===== config.mk =====
export PLATFORM = sky130hd
export DESIGN_NAME = fetch_decode_queue
export DESIGN_NICKNAME = d
export VERILOG_FILES = /design/src/rtl/fetch_decode_queue.sv
export SDC_FILE = /design/constraint.sdc
export NUM_CORES = 1
export LEC_CHECK = 0
export CAP_MARGIN = 20
export CORE_MARGIN = 2
export CORE_UTILIZATION = 40
export DETAILED_ROUTE_END_ITERATION = 8
export HOLD_SLACK_MARGIN = 0.05
export PLACE_DENSITY_LB_ADDON = 0.05
export SETUP_SLACK_MARGIN = 0.3
export SKIP_LAST_GASP = 1
export SLEW_MARGIN = 0
export SYNTH_ARGS = -nofsm -noshare
export SYNTH_HDL_FRONTEND = slang
export SYNTH_SLANG_ARGS = --single-unit

===== constraint.sdc =====
create_clock -name clk -period 2.9 [get_ports clk]
set_input_delay 0.29 -clock clk [delete_from_list [all_inputs] [get_ports clk]]
set_output_delay 0.29 -clock clk [all_outputs]
set_load 0.01 [all_outputs]

===== src/rtl/fetch_decode_queue.sv =====
// In-order {word PC, instruction} queue between fetch and decode; flush drops all wrong-path entries.
// 1-cycle push-to-head latency (0 with FDQ_BYPASS_EN on an empty queue); in_ready depends only on occupancy.
module fetch_decode_queue #(
    parameter int DEPTH  = 4,
    parameter int PTR_W  = 2,
    parameter int DATA_W = 32,
    parameter int PC_W   = 30
) (
    input  logic              clk,
    input  logic              rst_n,
    input  logic              in_valid,
    input  logic [DATA_W-1:0] in_instr,
    input  logic [PC_W-1:0]   in_pc,
    output logic              in_ready,
    output logic              out_valid,
    output logic [DATA_W-1:0] out_instr,
    output logic [PC_W-1:0]   out_pc,
    input  logic              out_ready,
    input  logic              flush,
    output logic [PTR_W:0]    count
);

    localparam logic [PTR_W:0] L_FULL = (PTR_W+1)'(DEPTH);

    logic [DATA_W-1:0] r_instr_mem [DEPTH];
    logic [PC_W-1:0]   r_pc_mem    [DEPTH];
    logic [PTR_W-1:0]  r_rd_ptr;
    logic [PTR_W-1:0]  r_wr_ptr;
    logic [PTR_W:0]    r_count;

    logic w_empty;
    logic w_full;
    logic w_byp;
    logic w_push;
    logic w_pop;

    assign w_empty = (r_count == '0);
    assign w_full  = (r_count == L_FULL);

`ifdef FDQ_BYPASS_EN
    assign w_byp = w_empty & in_valid & ~flush;
`else
    assign w_byp = 1'b0;
`endif

    // A bypassed entry consumed in the same cycle never touches storage.
    assign w_pop  = ~w_empty & out_ready;
    assign w_push = in_valid & ~w_full & ~(w_byp & out_ready);

    assign in_ready  = ~w_full;
    assign out_valid = ~w_empty | w_byp;
    assign count     = r_count;

    always_comb begin
        out_instr = '0;
        out_pc    = '0;
        if (w_byp) begin
            out_instr = in_instr;
            out_pc    = in_pc;
        end else if (!w_empty) begin
            out_instr = r_instr_mem[r_rd_ptr];
            out_pc    = r_pc_mem[r_rd_ptr];
        end
    end

    always_ff @(posedge clk or negedge rst_n) begin
        if (!rst_n) begin
            r_rd_ptr <= '0;
            r_wr_ptr <= '0;
            r_count  <= '0;
        end else if (flush) begin
            r_rd_ptr <= '0;
            r_wr_ptr <= '0;
            r_count  <= '0;
        end else begin
            if (w_push) r_wr_ptr <= r_wr_ptr + 1'b1;
            if (w_pop)  r_rd_ptr <= r_rd_ptr + 1'b1;
            case ({w_push, w_pop})
                2'b10:   r_count <= r_count + 1'b1;
                2'b01:   r_count <= r_count - 1'b1;
                default: r_count <= r_count;
            endcase
        end
    end

    always_ff @(posedge clk) begin
        if (w_push && !flush) begin
            r_instr_mem[r_wr_ptr] <= in_instr;
            r_pc_mem[r_wr_ptr]    <= in_pc;
        end
    end

endmodule

## Word level (Yosys, flattened, before mapping)

Memories as Yosys holds them, arrays and structs flattened.
Index checks and enable logic that the tools add are counted.

| storage, ports and cells | value |
|---|---|
| output and inout port bits | 67 |
| memories kept | 2 |
| bits in writable memories | 248 |
| register bits after elaboration | 7 |
| ROM bits | 0 |
| logic and storage cells | 32 |
| input bits | 67 |
| bits in latches | 0 |

Memories:

| memory | words | width | read ports | clocked after Yosys merged registers in | write ports | line | text |
|---|---|---|---|---|---|---|---|
| r_instr_mem | 4 | 32 | 1 | 0 | 1 | 25 | `logic [DATA_W-1:0] r_instr_mem [DEPTH];` |
| r_pc_mem | 4 | 30 | 1 | 0 | 1 | 26 | `logic [PC_W-1:0] r_pc_mem [DEPTH];` |

| operators by class | value |
|---|---|
| multiply operators | 0 |
| equal/unequal tests | 3 |
| mux-type cells | 10 |
| divide/modulo/power cells | 0 |
| shift-type cells | 0 |
| add/sub/neg operators | 4 |
| reduce and logical (&&, ||, !) cells | 6 |
| bitwise operators | 4 |
| $lt $le $gt $ge | 0 |

Operators with widths:

| cell | number |
|---|---|
| 32-bit 2-to-1 mux | 1 |
| 30-bit 2-to-1 mux | 1 |
| 2-bit 2-to-1 mux | 4 |
| 3-bit one-hot mux with 2 select lines | 1 |
| 2-bit by 1-bit adder with 2-bit output, second input constant | 2 |
| 2-bit nonzero test | 2 |
| 3-bit by 1-bit adder with 3-bit output, second input constant | 1 |
| 3-bit == test, second input constant | 1 |
| 3-bit zero test | 1 |
| 3-bit 2-to-1 mux | 1 |
| 3-bit nonzero test | 1 |
| 3-bit by 1-bit subtractor with 3-bit output, second input constant | 1 |
| 1-bit bitwise AND | 2 |
| 2-bit by 1-bit == test with 1-bit output, second input constant | 1 |
| 2-bit == test, second input constant | 1 |
| 1-bit 2-to-1 mux | 2 |
| 1-bit inverter | 2 |
| 1-bit logical AND | 1 |
| 1-bit zero test | 1 |

## Longest topological paths before layout

Gate-level depths: netlist of the first run.

| logic depth | value |
|---|---|
| depth in word-level cells | 6 |
| depth in mapped cells | 9 |
| depth with buffers taken out | 8 |

## Worst setup path before layout of the first run

Ideal clock, no wire load.

| path | value |
|---|---|
| path kind | reg2reg |
| start point | reg r_count[0] (netlist: count[0]) |
| end point | mem r_instr_mem[0][0] (enable) |
| buffers on the path | 0 |
| setup time | 0.427 ns |
| slack | -0.004 ns |
| required time | 2.473 ns |
| data arrival time | 2.478 ns |
| period minus slack after synthesis | 2.904 ns |
| stages on the path, launching flop included | 5 |
| path through | dfrtp_1 or3b_1 nand2_2 nor2_1 and2_1 |

| between the ends | value |
|---|---|
| longest elaborated chain between the ends | 6 |

RTL lines:

| item | line | text |
|---|---|---|
| start, declared | 29 | `logic [PTR_W:0] r_count;` |
| start signal, assigned | 79 | `2'b10: r_count <= r_count + 1'b1;` |
| start signal, assigned | 80 | `2'b01: r_count <= r_count - 1'b1;` |
| start signal, assigned | 81 | `default: r_count <= r_count;` |
| 3-bit == test | 38 | `assign w_full = (r_count == L_FULL);` |
| 1-bit inverter | -- |  |
| via in_ready | 14 | `output logic in_ready,` |
| 1-bit bitwise AND | 48 | `assign w_push = in_valid & ~w_full & ~(w_byp & out_ready);` |
| 1-bit logical AND | 87 | `if (w_push && !flush) begin` |
| 1-bit 2-to-1 mux | 87 |  |
| 1-bit 2-to-1 mux (implied by the code) | 88 | `r_instr_mem[r_wr_ptr] <= in_instr;` |
| end, declared | 25 |  |

The timed path passes the listed nets, and every way through them passes these cells.

## Worst setup path after layout of the first run

| path | value |
|---|---|
| start point | reg r_rd_ptr[0] |
| end point | out out_instr[13] |

| between the ends | value |
|---|---|
| longest elaborated chain between the ends | 2 |

RTL lines:

| item | line | text |
|---|---|---|
| start, declared | 27 | `logic [PTR_W-1:0] r_rd_ptr;` |
| start signal, assigned | 77 | `if (w_pop) r_rd_ptr <= r_rd_ptr + 1'b1;` |
| memory read 4 x 32 bit | -- |  |
| 32-bit 2-to-1 mux | 60 | `end else if (!w_empty) begin` |
| end, declared | 16 | `output logic [DATA_W-1:0] out_instr,` |

Every way passes these cells.

==> run summary, run 1 <==
status - finished clean
initial antenna violation count - 1
Net Count, Synth - 528
Post-Place Cell Area - 11800 um2
P_leak - 4.39 nW
R2R depth - 7
core area - 24400 um2
CTS Buf Count - 27
r2r endpoint - count[1]
Clock Pin Slew Worst Setup and Hold Paths - 60 ps
setup slack after layout - 351 ps
Reg-to-Reg Start - count[0]
Tot Pwr - 8.89 mW
number of global-route vias before repair - 5308
Slew Limit Headroom - 73.2%
Critical-path top delay cell - dfrtp_4
Area growth syn-to-layout - 27.8%
I/O pin count - 134
busiest grt layer - met2
routed vias/inst - 5.05
area taken by flip-flops and latches - 7630 um2
Critical Path RT - 2610 ps
Cell Count, Final, Fillers Out - 969
Max VDD drop - 396 uV
final setup fails - 0
H-tree Lvls - 1
fin. max-slew vios - 0
Mapped Cells - 456
row cnt - 57
Skew-Pair Late Insertion Delay - 510 ps
sequential-to-total area share from yosys stat - 76.4%
setup TNS - 0 ps
Hold Path Origin - in_pc[2]
Tmin final - 2550 ps
I/O Buffers - 133
worst stage delay on the critical path - 500 ps
worst hold margin - 407 ps
Wirelength per Cell - 21.3 um
# diodes - 0
final core utilization - 52.2%
final RePlAce weighted congestion - 0.714
hold path endpoint - r_pc_mem[3][2]
Mapped Area - 9970 um2
total routed wirelength - 20700 um
initial drt markers - 272
Setup Crit Path Kind - register to primary output
placed cells - 910
Worst setup SP type - register
r2r setup slk - 770 ps
Clock Tree Root - clkbuf_16
synthesis warning total - 0
Final Hold Fails - 0
Final period util - 87.9%
Layout fillers - 2008
number of synthesized register bits - 255
CP dominant cell by count - buf_12
largest net degree at the start of global routing - 38
antenna-violating nets left - 0
multi-input logic area - 2150 um2
measured slew at the worst slew-check pin - 403 ps
max cap viols - 0
Place WS - 637 ps
die area - 26200 um2
drt first pass iters - 4
design area - 12700 um2
maximum operating frequency - 0.392 GHz
CP Cell Sequence - buf_12 > buf_12 > buf_16 > mux4_2 > and2_1 > clkdlybuf4s15_1
DRC Markers - 0
dpl hpwl - 12100 um
worst hold path class - input port to register
RSZ-0062 raised after global routing - yes
worst hold stages - 1
Setup crit end kind - primary output
Starting Density - 40.9%
syn_area_per_cell - 21.9 um2
die width - 162 um
clock buffer depth - 3
GRT Util Overall - 16.0%
die height - 162 um
crit path max fanout - 7
layout cell share with drive strength beyond 1 - 24.8%
overflow left after global routing - 0
Power Dens Cells - 697 nW/um2
Final #Nets - 702
met2 Track Usage GR - 27.2%
Vias - 4892
global routing usage on met1 - 21.5%
Critical Path AT - 2260 ps
CTS tree - done
clock skew - 8.40 ps
first-pass GRT wire length - 31600 um
met3 Resource Use GR - 3.35%
Sink Count - 255
Yosys cell types - 32
-- layout make-up --
type,instances,share of cell area (%)
inverter,2,0.0589
tap,324,3.18
sequential,255,59.9
clock buffer,36,5.57
clock inverter,8,0.520
timing repair buffer,169,13.9
multi-input combinational,175,16.9
-- synth_stat cells, drive strengths merged --
cell type / instances / share of area, %
a21oi: 4 / 0.20
a21o: 1 / 0.075
o21ai: 2 / 0.10
or3b: 1 / 0.088
nand2: 6 / 0.25
edfxtp: 248 / 75
o221ai: 1 / 0.088
nor2b: 1 / 0.063
buf: 17 / 1.8
or2: 1 / 0.063
nand2b: 1 / 0.063
clkbuf: 7 / 0.26
nor3: 2 / 0.10
dfrtp: 7 / 1.8
nand3: 4 / 0.20
ha: 4 / 0.50
nor2: 8 / 0.30
xor2: 2 / 0.18
and2: 66 / 4.1
or3: 2 / 0.13
inv: 2 / 0.075
mux4: 62 / 14
a211oi: 1 / 0.075
o311a: 1 / 0.10
nand4b: 1 / 0.088
fa: 1 / 0.20
xnor2: 2 / 0.18
a31oi: 1 / 0.063
-- power breakdown --
part           leakage [nW]  switching, mW  total (mW)  internal [mW]
Sequential             2.34         0.0474        4.24           4.19
Clock                 0.370           1.28        3.07           1.78
Combinational          1.68          0.716        1.58          0.860
Total                  4.39           2.05        8.89           6.84
-- placed cells by master, fill, tap and decap left out, types with 2 or more instances in the layout --
master / instances
buf_2: 7
buf_4: 15
dlymetal6s2s_1: 7
mux4_1: 4
clkinv_1: 3
inv_1: 2
o21ai_0: 2
dlygate4sd2_1: 30
ha_1: 4
clkbuf_1: 9
edfxtp_1: 248
nor2_1: 8
xor2_1: 2
clkinv_2: 2
clkdlybuf4s50_1: 71
buf_16: 7
dfrtp_1: 3
nand2_1: 5
and2_1: 60
clkinvlp_4: 2
clkbuf_2: 15
clkbuf_16: 27
nand3_1: 4
clkdlybuf4s15_1: 3
buf_12: 12
mux4_2: 58
dfrtp_2: 2
and2_4: 6
a21oi_1: 4
dfrtp_4: 2
xnor2_1: 2
nor3_1: 2
-- what timing repair did --
item | in CTS | in global routing
hold buffers | 1 | 0
hold endpoints to repair | 7 | 0
resized for setup | 100 | 35
buffers inserted | 9 | 0
endpoints found under the setup margin | 63 | 36
gates cloned | 5 | 0
-- worst max-delay path by stage --
stage	from	endpoint	slack [ps]
after floorplan	count[0]	r_instr_mem[0][0]	670
after global placement	count[0]	out_pc[27]	640
after detailed placement	count[0]	out_pc[27]	640
after CTS	r_rd_ptr[0]	out_pc[27]	160
after global routing	r_rd_ptr[0]	out_instr[31]	280
final	r_rd_ptr[0]	out_instr[13]	350
-- cells by family after synthesis --
family,count (synthesis),share of synthesized area (%)
flops,255,76.4
simple gates,93,5.48
mux,62,14.2
buf+inv,26,2.16
compound gates,11,0.703
fa+ha+maj,5,0.703
xor+xnor,4,0.351
-- critical path, delay by kind of cell (launching register included) --
kind | cells | cell delay [ps]
buf+inv | 4 | 650
flops | 1 | 500
mux | 1 | 420
simple gates | 1 | 170
-- flip-flops by register name (all words and copies together) (netlist names) --
register,cells
r_rd_ptr,2
r_instr_mem,128
r_pc_mem,120
r_wr_ptr,2
count,3
-- per-layer routing --
metal	up-vias	wire, um	part of all wire (%)
li1	2200	-	-
met3	27	1080	5.2
met5	-	14	0.068
met2	122	10500	51
met4	2	301	1.5
met1	2541	8780	42
(Power assumes the default switching activity.)
==> run 2: changes to the inputs <==
--- a/config.mk
+++ b/config.mk
@@ -6,7 +6,7 @@
 export NUM_CORES = 1
 export LEC_CHECK = 0
 export CAP_MARGIN = 20
-export CORE_MARGIN = 2
+export CORE_MARGIN = 3
 export CORE_UTILIZATION = 40
 export DETAILED_ROUTE_END_ITERATION = 8
 export HOLD_SLACK_MARGIN = 0.05
==> run 2 against run 1 <==
  * Global-route usage is 0.36 points lower
  * Power is 6.0% higher
  * Count of clock-buffer cells in the layout is 3 lower
  * Worst hold slack worse by 15 ps
  * Final cell count is 2.0% higher
  * Wire length is 0.14% higher
  * Critical path depth stayed put
  * Register-to-register slack better by 20 ps
  * Flip-flop and latch count stayed put
  * Die area is 2.5% higher
  * Largest power group unchanged
==> run summary, run 2 (synthesized netlist as in run 1, its figures left out) <==
most common cell after layout, fill and taps aside - edfxtp_1
Critical-path top delay cell - dfrtp_4
die width - 164 um
Slew Limit Headroom - 69.0%
Skew-Pair Late Insertion Delay - 530 ps
Critical Path RT - 2610 ps
busiest grt layer - met2
Power Dens Cells - 720 nW/um2
total routed wirelength - 20700 um
Sink Count - 255
largest net degree at the start of global routing - 38
Tmin final - 2650 ps
dpl hpwl - 11600 um
Setup Crit Path Kind - register to primary output
max cap viols - 0
drt first pass iters - 4
Clock Tree Root - clkbuf_16
fin. max-slew vios - 0
CP Cell Sequence - buf_12 > buf_16 > buf_12 > mux4_2 > and2_1 > dlygate4sd2_1
met3 Resource Use GR - 3.88%
die height - 164 um
Critical Path AT - 2360 ps
Top reg by flops - r_instr_mem
clock buffer depth - 3
status - finished clean
overflow left after global routing - 0
# diodes - 0
CP dominant cell by count - buf_12
Logic pwr share - 17.8%
measured slew at the worst slew-check pin - 464 ps
internal power - 7.30 mW
RSZ-0062 raised after global routing - yes
Starting Density - 40.9%
die area - 26900 um2
Vias - 5015
I/O Buffers - 133
Final period util - 91.3%
Wirelength per Cell - 21.0 um
Setup crit end kind - primary output
H-tree Lvls - 1
I/O pin count - 134
Area growth syn-to-layout - 31.1%
initial antenna violation count - 0
first-pass GRT wire length - 31400 um
P_leak - 4.60 nW
number of global-route vias before repair - 5421
Final #Nets - 716
Max VDD drop - 434 uV
Worst setup SP type - register
antenna-violating nets left - 0
Tot Pwr - 9.42 mW
layout cell share with drive strength beyond 1 - 25.8%
Final Hold Fails - 0
met2 Track Usage GR - 28.1%
switching pwr - 2.12 mW
Largest register FFs - 128
initial drt markers - 267
CTS Buf Count - 28
core area - 24400 um2
Clock Pin Slew Worst Setup and Hold Paths - 50 ps
clock skew - 8.74 ps
DRC Markers - 0
GRT Util Overall - 15.6%
crit path max fanout - 9
worst stage delay on the critical path - 510 ps
maximum operating frequency - 0.378 GHz
Sw Share - 22.5%
worst hold path class - input port to register
power share of the clock group - 37.1%
final setup fails - 0
setup TNS - 0 ps
final RePlAce weighted congestion - 0.711
global routing usage on met1 - 19.0%
most frequent cells in the layout - edfxtp_1, clkdlybuf4s50_1, and2_1
CTS tree - done
Sequential Power Share - 45.1%
row cnt - 57
routed vias/inst - 5.08
## run 2: cell types whose count changed in the layout (fill, tap and decap cells not counted), sizes merged
cell / delta
dlygate4sd2: +11
buf: +6
bufinv: +3
dlymetal6s2s: +1
clkinv: +7
clkbuf: -6
clkdlybuf4s15: -2
clkinvlp: -1
## run 2: per-layer routing
layer / share of wire [%] / routed length (um)
met1: 40 / 8300
met2: 52 / 10700
met3: 6.2 / 1290
met4: 1.9 / 386
met5: 0 / 0
## run 2: power groups by stage
| stage | logic (mW) | clock network (mW) | registers [mW] |
|---|---|---|---|
| after floorplan | 0.842 | 0 | 4.30 |
| after global placement | 1.53 | 0 | 4.31 |
| after detailed placement | 1.54 | 0 | 4.32 |
| after CTS | 1.62 | 3.60 | 4.25 |
| after global routing | 1.82 | 3.76 | 4.26 |
| final | 1.68 | 3.49 | 4.25 |
## run 2: worst max-delay path: cells and delay by family (launching register included)
kind | cells | cell delay (ps)
buffers and inverters | 4 | 730
AND/OR/NAND/NOR | 1 | 170
multiplexers | 1 | 410
flip-flops | 1 | 510
## run 2: path summary, 6_finish.rpt
kind / startpoint / endpoint / slack, ps / cells after the start
setup / recovery: r_rd_ptr[0] / out_pc[14] / 250 / 6
hold / removal: in_pc[8] / r_pc_mem[0][8] / 390 / 1
setup reg to reg: count[1] / count[1] / 790 / 7
hold reg to reg: r_wr_ptr[1] / r_wr_ptr[1] / 600 / 2
max in group asynchronous: rst_n / r_rd_ptr[1] / 2040 / 2
min in group asynchronous: rst_n / r_rd_ptr[0] / 580 / 2
## run 2: cell type report
cell class / count / area [um2]
repair buffers: 182 / 1950
inverters: 2 / 7.51
fillers: 1987 / 11300
well taps: 324 / 405
flip-flops and latches: 255 / 7630
multi-input cells: 175 / 2150
clock buffers: 33 / 741
clock inverters: 17 / 184
## run 2: metrics by stage
step                cell area, um2  hold slack, ps  worst slack (ps)  std cells  util [%]
floorplan                     9980           -5.59               673        456         -
global placement             11800             569               609        905      48.2
detailed placement           11800             600               593        905      48.2
CTS                          12900             363               128        970      52.8
global route                 13100             379               193        988      53.6
finish                       13100             392               252        988      53.6
## run 2: what timing repair did
item	in CTS	in global routing
hold endpoints to repair	7	0
hold buffers	1	0
setup endpoints to repair	63	38
gates cloned	4	1
buffers inserted	10	17
resized for setup	70	37
